## config.mk

```make
export PLATFORM = sky130hd
export DESIGN_NAME = led_pattern_gen_flat
export DESIGN_NICKNAME = d
export VERILOG_FILES = /design/src/rtl/led_pkg.sv /design/src/rtl/led_pattern_gen_if.sv /design/src/rtl/led_channel.sv /design/src/rtl/led_pattern_gen.sv /design/src/flat_wrapper.sv
export SDC_FILE = /design/constraint.sdc
export NUM_CORES = 1
export LEC_CHECK = 0
export CORE_MARGIN = 2
export CORE_UTILIZATION = 60
export DETAILED_ROUTE_END_ITERATION = 8
export PLACE_DENSITY = 0.79
export SLEW_MARGIN = 20
export SYNTH_ARGS = -nofsm -noshare
export SYNTH_HDL_FRONTEND = slang
export SYNTH_SLANG_ARGS = --single-unit
export TNS_END_PERCENT = 1
```

## constraint.sdc

```tcl
create_clock -name CLK -period 4.6 [get_ports CLK]
set_input_delay 1.15 -clock CLK [delete_from_list [all_inputs] [get_ports CLK]]
set_output_delay 1.15 -clock CLK [all_outputs]
set_load 0.02 [all_outputs]
```

## src/rtl/led_pkg.sv

```systemverilog
// Shared definitions for the LED pattern generator: mode encodings and field widths.
package led_pkg;

  typedef enum logic [1:0] {
    ModeOff   = 2'd0,
    ModeOn    = 2'd1,
    ModeBlink = 2'd2,
    ModePwm   = 2'd3
  } led_mode_e;

  localparam int unsigned PeriodW        = 16;
  localparam int unsigned PwmBitsDefault = 8;

endpackage

```

## src/rtl/led_pattern_gen_if.sv

```systemverilog
// Configuration write channel: valid/ready handshake carrying channel, mode, period and duty.
interface led_pattern_gen_if
  import led_pkg::*;
#(
  parameter int unsigned N_CH     = 2,
  parameter int unsigned PWM_BITS = PwmBitsDefault
);
  localparam int unsigned ChW = (N_CH > 1) ? $clog2(N_CH) : 1;

  logic                CFG_VALID;
  logic                CFG_READY;
  logic [ChW-1:0]      CFG_CH;
  logic [1:0]          CFG_MODE;
  logic [PeriodW-1:0]  CFG_PERIOD;
  logic [PWM_BITS-1:0] CFG_DUTY;

  modport master (
    output CFG_VALID, CFG_CH, CFG_MODE, CFG_PERIOD, CFG_DUTY,
    input  CFG_READY
  );

  modport slave (
    input  CFG_VALID, CFG_CH, CFG_MODE, CFG_PERIOD, CFG_DUTY,
    output CFG_READY
  );

endinterface

```

## src/rtl/led_channel.sv

```systemverilog
// One LED channel: holds mode/period/duty, runs the blink counter and phase, drives a
// registered LED bit.
module led_channel
  import led_pkg::*;
#(
  parameter int unsigned PWM_BITS = PwmBitsDefault
) (
  input  logic                CLK,
  input  logic                RST,
  input  logic                tick,
  input  logic                wr_en,
  input  logic [1:0]          wr_mode,
  input  logic [PeriodW-1:0]  wr_period,
  input  logic [PWM_BITS-1:0] wr_duty,
  input  logic [PWM_BITS-1:0] pwm_cnt,
  output logic                led
);

  led_mode_e           mode_q, mode_d;
  logic [PeriodW-1:0]  period_q, period_d;
  logic [PWM_BITS-1:0] duty_q, duty_d;
  logic [PeriodW-1:0]  cnt_q, cnt_d;
  logic                phase_q, phase_d;
  logic                led_q, led_d;
  logic [PeriodW-1:0]  cnt_last;

  always_comb begin
    mode_d   = mode_q;
    period_d = period_q;
    duty_d   = duty_q;
    cnt_d    = cnt_q;
    phase_d  = phase_q;
    // A period of zero behaves as one tick per half-period.
    cnt_last = (period_q == '0) ? '0 : period_q - 1'b1;

    // A write wins over a coincident tick.
    if (wr_en) begin
      mode_d   = led_mode_e'(wr_mode);
      period_d = wr_period;
      duty_d   = wr_duty;
      cnt_d    = '0;
      phase_d  = 1'b0;
    end else if (tick && (mode_q == ModeBlink)) begin
      if (cnt_q == cnt_last) begin
        cnt_d   = '0;
        phase_d = ~phase_q;
      end else begin
        cnt_d = cnt_q + 1'b1;
      end
    end

    case (mode_q)
      ModeOff:   led_d = 1'b0;
      ModeOn:    led_d = 1'b1;
      ModeBlink: led_d = phase_q;
      ModePwm:   led_d = (pwm_cnt < duty_q);
      default:   led_d = 1'b0;
    endcase
  end

  always_ff @(posedge CLK or posedge RST) begin
    if (RST) begin
      mode_q   <= ModeOff;
      period_q <= PeriodW'(1);
      duty_q   <= '0;
      cnt_q    <= '0;
      phase_q  <= 1'b0;
      led_q    <= 1'b0;
    end else begin
      mode_q   <= mode_d;
      period_q <= period_d;
      duty_q   <= duty_d;
      cnt_q    <= cnt_d;
      phase_q  <= phase_d;
      led_q    <= led_d;
    end
  end

  assign led = led_q;

endmodule

```

## src/rtl/led_pattern_gen.sv

```systemverilog
// Multi-channel LED pattern generator: shared tick prescaler and PWM counter, config
// handshake with a one-cycle commit gap, and one led_channel per output.
module led_pattern_gen
  import led_pkg::*;
#(
  parameter int unsigned CLK_HZ   = 100000000,
  parameter int unsigned TICK_HZ  = 1000,
  parameter int unsigned N_CH     = 2,
  parameter int unsigned PWM_BITS = PwmBitsDefault
) (
  input  logic            CLK,
  input  logic            RST,
  led_pattern_gen_if.slave cfg,
  output logic [N_CH-1:0] LED
);

  localparam int unsigned Div    = CLK_HZ / TICK_HZ;
  localparam int unsigned PrescW = (Div > 1) ? $clog2(Div) : 1;
  localparam int unsigned ChW    = (N_CH > 1) ? $clog2(N_CH) : 1;

  logic [PrescW-1:0]   presc_q, presc_d;
  logic                tick;
  logic [PWM_BITS-1:0] pwm_q, pwm_d;
  logic                ready_q, ready_d;
  logic                accept;

  always_comb begin
    tick    = (presc_q == PrescW'(Div - 1));
    presc_d = tick ? '0 : presc_q + 1'b1;
    pwm_d   = pwm_q + 1'b1;
    accept  = cfg.CFG_VALID & ready_q;
    // Ready drops for the commit cycle following every accept.
    ready_d = ~accept;
  end

  always_ff @(posedge CLK or posedge RST) begin
    if (RST) begin
      presc_q <= '0;
      pwm_q   <= '0;
      ready_q <= 1'b0;
    end else begin
      presc_q <= presc_d;
      pwm_q   <= pwm_d;
      ready_q <= ready_d;
    end
  end

  assign cfg.CFG_READY = ready_q;

  // Out-of-range channel numbers match no instance and are silently dropped.
  for (genvar g = 0; g < N_CH; g++) begin : g_ch
    led_channel #(
      .PWM_BITS (PWM_BITS)
    ) u_ch (
      .CLK       (CLK),
      .RST       (RST),
      .tick      (tick),
      .wr_en     (accept && (cfg.CFG_CH == ChW'(g))),
      .wr_mode   (cfg.CFG_MODE),
      .wr_period (cfg.CFG_PERIOD),
      .wr_duty   (cfg.CFG_DUTY),
      .pwm_cnt   (pwm_q),
      .led       (LED[g])
    );
  end

endmodule

```

## src/flat_wrapper.sv

```systemverilog
// flat-port wrapper written by rule: the top's interface ports become plain ports
module led_pattern_gen_flat import led_pkg::*;
#(
  parameter int unsigned CLK_HZ   = 100000000,
  parameter int unsigned TICK_HZ  = 1000,
  parameter int unsigned N_CH     = 2,
  parameter int unsigned PWM_BITS = PwmBitsDefault
)
  (CLK, RST, LED, cfg_CFG_VALID, cfg_CFG_CH, cfg_CFG_MODE, cfg_CFG_PERIOD, cfg_CFG_DUTY, cfg_CFG_READY);
  led_pattern_gen_if #(.N_CH(N_CH), .PWM_BITS(PWM_BITS)) cfg_i ();
  input  logic CLK;
  input  logic RST;
  output logic [N_CH-1:0] LED;
  input wire logic [$bits(cfg_i.CFG_VALID)-1:0] cfg_CFG_VALID;
  input wire logic [$bits(cfg_i.CFG_CH)-1:0] cfg_CFG_CH;
  input wire logic [$bits(cfg_i.CFG_MODE)-1:0] cfg_CFG_MODE;
  input wire logic [$bits(cfg_i.CFG_PERIOD)-1:0] cfg_CFG_PERIOD;
  input wire logic [$bits(cfg_i.CFG_DUTY)-1:0] cfg_CFG_DUTY;
  output wire logic [$bits(cfg_i.CFG_READY)-1:0] cfg_CFG_READY;
  assign cfg_i.CFG_VALID = cfg_CFG_VALID;
  assign cfg_i.CFG_CH = cfg_CFG_CH;
  assign cfg_i.CFG_MODE = cfg_CFG_MODE;
  assign cfg_i.CFG_PERIOD = cfg_CFG_PERIOD;
  assign cfg_i.CFG_DUTY = cfg_CFG_DUTY;
  assign cfg_CFG_READY = cfg_i.CFG_READY;
  led_pattern_gen #(.CLK_HZ(CLK_HZ), .TICK_HZ(TICK_HZ), .N_CH(N_CH), .PWM_BITS(PWM_BITS)) u_core (.CLK(CLK), .RST(RST), .cfg(cfg_i), .LED(LED));
endmodule
```

==> metrics.log <==
[metrics] result of the run: completed
[metrics] syn nets: just over 800
[metrics] Die Area: 12,400 um2
[metrics] commonest cells after routing, fill and taps aside: 148 x nand2_1, 112 x dfrtp_1, 52 x nor2_1, 38 x o21ai_0, 32 x clkdlybuf4s50_1
[metrics] clock power share: 44.9%
[metrics] total length of routed wires: 17.0 mm
[metrics] static leakage power: 3.62 nW
[metrics] area growth from synthesis to layout: 14.9%
[metrics] overall global routing resource usage: 28.4%
[metrics] post-DR vias/cell: 6.28
[metrics] Most common cell on crit path: mux2_2
[metrics] global-route wire length before repair: 28.3 mm
[metrics] number of max-slew violations in the final report: 0
[metrics] Final ANT Viol Nets: 0
[metrics] data arrival time of the critical path: 4.18 ns
[metrics] vias after detailed routing: 5,991
[metrics] gate count of the mapped netlist: 777
[metrics] peak fanout along the critical path: 14
[metrics] number of rows created at floorplan: 39
[metrics] endpoint required time on the critical path: 4.90 ns
[metrics] Final setup viols: 0
[metrics] cell at the slowest stage of the critical path: nor4_4
[metrics] critical setup path kind: flop to flop
[metrics] maximum clock path buffer count: 2
[metrics] number of distinct library cell variants in the gate-level netlist after synthesis: 72
[metrics] Setup Total Neg Slack: 0 ns
[metrics] routability-driven placement congestion ratio: 0.959
[metrics] maximum number of pins on one net before global-route repair: between 60 and 70
[metrics] nature of the critical path endpoint: flop
[metrics] number of buffers added for setup after CTS: 0
[metrics] most common cell after layout, fill and taps aside: nand2_1
[metrics] power density over the cells: between 300 and 400 nW/um2
[metrics] TritonCTS clock tree: yes
[metrics] WL/cell: 17.8 um
[metrics] final antenna diode count: 0
[metrics] top achievable clock speed: around 260 MHz
[metrics] stage delay of the slowest cell on the critical path: 0.65 ns
[metrics] total grt overflow: 0
[metrics] setup repair after global routing missed its margin: false
[metrics] initial cell density of the core: 60.9%
[metrics] H-tree Lvls: 4
[metrics] number of buffers added to fix hold violations after cts: 0
[metrics] number of register bits inferred by synthesis: 114
[metrics] Least-Margin Pin Slew: 0.959 ns
[metrics] number of synthesis warnings: 0
[metrics] Die Y: 111 um
[metrics] main flop type after synthesis: dfrtp_1
[metrics] minimum clock period: a little under 4 ns
[metrics] Fin. Hold Viols: 0
[metrics] share of the yosys chip area belonging to registers: around two fifths
[metrics] worst-skew pair later-pin latency: 0.42 ns
[metrics] number of enable-type register cells in the synthesized netlist: 0
[metrics] worst hold path type: flop to flop
[metrics] share of total power consumed by net switching: 27.5%
[metrics] number of antenna violations at the first check in global routing: 0
[metrics] portion of total power attributed to combinational logic: 16.7%
[metrics] die width: roughly 110 um
[metrics] count of maximum capacitance violations: 0
[metrics] share of layout cells above drive strength 1: 7.15%
[metrics] post-detailed-placement half-perimeter wirelength: 11.9 mm
[metrics] highest ir drop seen on vdd: around 0.00045 V
[metrics] Reg power frac: 38.4%
[metrics] CTS resizes: 0
[metrics] async set-or-reset flop fraction in the synthesized netlist: between 90% and 100%
[metrics] mean cell area of the mapped netlist: 8.87 um2
[metrics] drt drc: 0
[metrics] area of the core: 11,300 um2
[metrics] post-synthesis cell area: between 6000 and 7000 um2
[metrics] ordered cell list for the critical path: inv_1 -> ha_1 -> or3b_2 -> nor4_1 -> mux2_2 -> a2111oi_2 -> o221ai_1 -> nor4_4 -> nor3_2 -> mux2_2
[metrics] final clock skew: between 0.01 and 0.015 ns
[metrics] number of clock buffers inserted by TritonCTS: 17
[metrics] TritonCTS Sinks: 114
[metrics] via count of the first global-routing pass: 5,843
[metrics] Nets: 848
[metrics] Internal Dissipation: 2.24 mW
[metrics] clock transition at the registers of the reported paths: 0.06 ns
[metrics] I/O pin count: 33
[metrics] layout filler cell count: 865
[metrics] count of buffers inserted at the top-level ports: 32
[metrics] worst-case headroom to the max-slew limit: 35.5%
[metrics] share of the clock period used by the worst path after layout: ~84%
[metrics] number of optimization iterations in the first detailed-route pass: 7
[metrics] power dissipated by switching net loads: 0.849 mW
[metrics] CP startpoint kind: flop
[metrics] violation count after the first detailed-route iteration: 455
[metrics] clock tree root buffer cell: clkbuf_16
[metrics] Worst Hold Slack: 0.481 ns
## critical path, delay by kind of cell (launching register included)
kind / cells / cell delay, ns
AOI/OAI and AO/OA: 2 / 0.51
DFF: 1 / 0.42
muxes: 2 / 0.70
adders and majority gates: 1 / 0.20
buffers and inverters: 1 / 0.10
and+or+nand+nor: 4 / 1.83
## metrics by stage
step                      util, %  setup slack, ns  std cells  power [mW]  area (um2)
after CTS                    70.0            0.747        954        3.10        7920
final                        70.0            0.721        954        3.09        7920
after global routing         70.0            0.489        954        3.23        7920
after global placement       64.5            0.889        922        1.69        7300
after detailed placement     64.5            0.807        922        1.71        7300
after floorplan                 -            0.438        777        1.56        6890
## power groups by stage
stage          Clock, mW  Combinational, mW  Sequential (mW)
3_5_place_dp           0              0.506             1.20
3_3_place_gp           0              0.494             1.20
5_1_grt             1.46              0.574             1.20
6_report            1.39              0.516             1.19
4_1_cts             1.40              0.512             1.19
2_1_floorplan          0              0.407             1.16
## final cells by class
type	count	area (um2)	area share, %
multi-input combinational	598	3770	47.6
sequential	114	2860	36.0
clock buffer	23	468	5.91
timing repair buffer	39	385	4.86
tap	143	179	2.26
clock inverter	9	154	1.94
inverter	28	108	1.36
## path summary, 6_finish.rpt
path | startpoint | endpoint | slack [ns] | cells after the start
worst min-delay path | u_core.presc_q[0]$_DFF_PP0_ | u_core.presc_q[0]$_DFF_PP0_ | 0.48 | 1
worst min register to register | u_core.presc_q[0]$_DFF_PP0_ | u_core.presc_q[0]$_DFF_PP0_ | 0.48 | 1
worst max-delay path | u_core.g_ch[1].u_ch.period_q[1]$_DFFE_PP0P_ | u_core.g_ch[1].u_ch.cnt_q[0]$_DFFE_PP0P_ | 0.72 | 10
worst max register to register | u_core.g_ch[1].u_ch.period_q[1]$_DFFE_PP0P_ | u_core.g_ch[1].u_ch.cnt_q[0]$_DFFE_PP0P_ | 0.72 | 10
max in group asynchronous | RST | u_core.g_ch[1].u_ch.period_q[0]$_DFFE_PP1P_ | 2.61 | 3
min in group asynchronous | RST | u_core.presc_q[10]$_DFF_PP0_ | 1.19 | 2
## cell families after synthesis
family,count (synthesis),synth area share [%]
fa+ha+maj,20,3.63
simple gates,368,26.9
mux,8,1.20
compound gates,140,14.2
flops,114,41.4
buf+inv,65,3.97
xor+xnor,62,8.68
## cell usage after synthesis (3+ instances only)
| master | number | share of area, % |
|---|---|---|
| nand4_1 | 16 | 1.5 |
| clkbuf_1 | 24 | 1.3 |
| and3_1 | 18 | 1.6 |
| or3_1 | 9 | 0.82 |
| and2_1 | 7 | 0.64 |
| or2_2 | 4 | 0.36 |
| xnor2_1 | 28 | 3.6 |
| a2111oi_0 | 3 | 0.38 |
| inv_1 | 28 | 1.5 |
| mux2i_1 | 6 | 0.87 |
| buf_1 | 3 | 0.16 |
| a21oi_1 | 13 | 0.94 |
| nor4bb_1 | 3 | 0.44 |
| nand3_1 | 27 | 2.0 |
| xnor3_1 | 4 | 1.3 |
| a211oi_1 | 8 | 0.87 |
| o32ai_1 | 3 | 0.38 |
| dfrtp_1 | 112 | 41 |
| nor3b_1 | 5 | 0.54 |
| or4_1 | 9 | 0.98 |
| xor2_1 | 30 | 3.8 |
| nand2_1 | 148 | 8.1 |
| o21a_1 | 4 | 0.44 |
| and4_1 | 5 | 0.64 |
| ha_1 | 20 | 3.6 |
| o31a_1 | 3 | 0.38 |
| nor4b_1 | 3 | 0.38 |
| nor4_1 | 13 | 1.2 |
| o31ai_1 | 14 | 1.5 |
| nor2b_1 | 13 | 1.2 |
| nand2b_1 | 6 | 0.54 |
| nor2_1 | 53 | 2.9 |
| a22o_1 | 10 | 1.3 |
| a21o_1 | 14 | 1.5 |
| buf_2 | 6 | 0.44 |
| a31oi_1 | 5 | 0.45 |
| o21ai_0 | 38 | 2.8 |
| nor3_1 | 15 | 1.1 |
## state kept, by name (all words and copies together) (netlist names)
| name | cells |
|---|---|
| u_core.cfg.CFG_READY | 1 |
| u_core.g_ch.u_ch.cnt_q | 32 |
| u_core.g_ch.u_ch.duty_q | 16 |
| u_core.g_ch.u_ch.led | 2 |
| u_core.g_ch.u_ch.mode_q | 4 |
| u_core.g_ch.u_ch.period_q | 32 |
| u_core.g_ch.u_ch.phase_q | 2 |
| u_core.presc_q | 17 |
| u_core.pwm_q | 8 |
## routing by layer
metal	track usage (%)	up-vias	wire length (um)
met4	9.14	0	301
met5	0	-	0
met1	37.1	2916	7480
li1	-	2811	-
met3	8.04	26	1140
met2	46.0	238	8050
(Power assumes the default switching activity.)
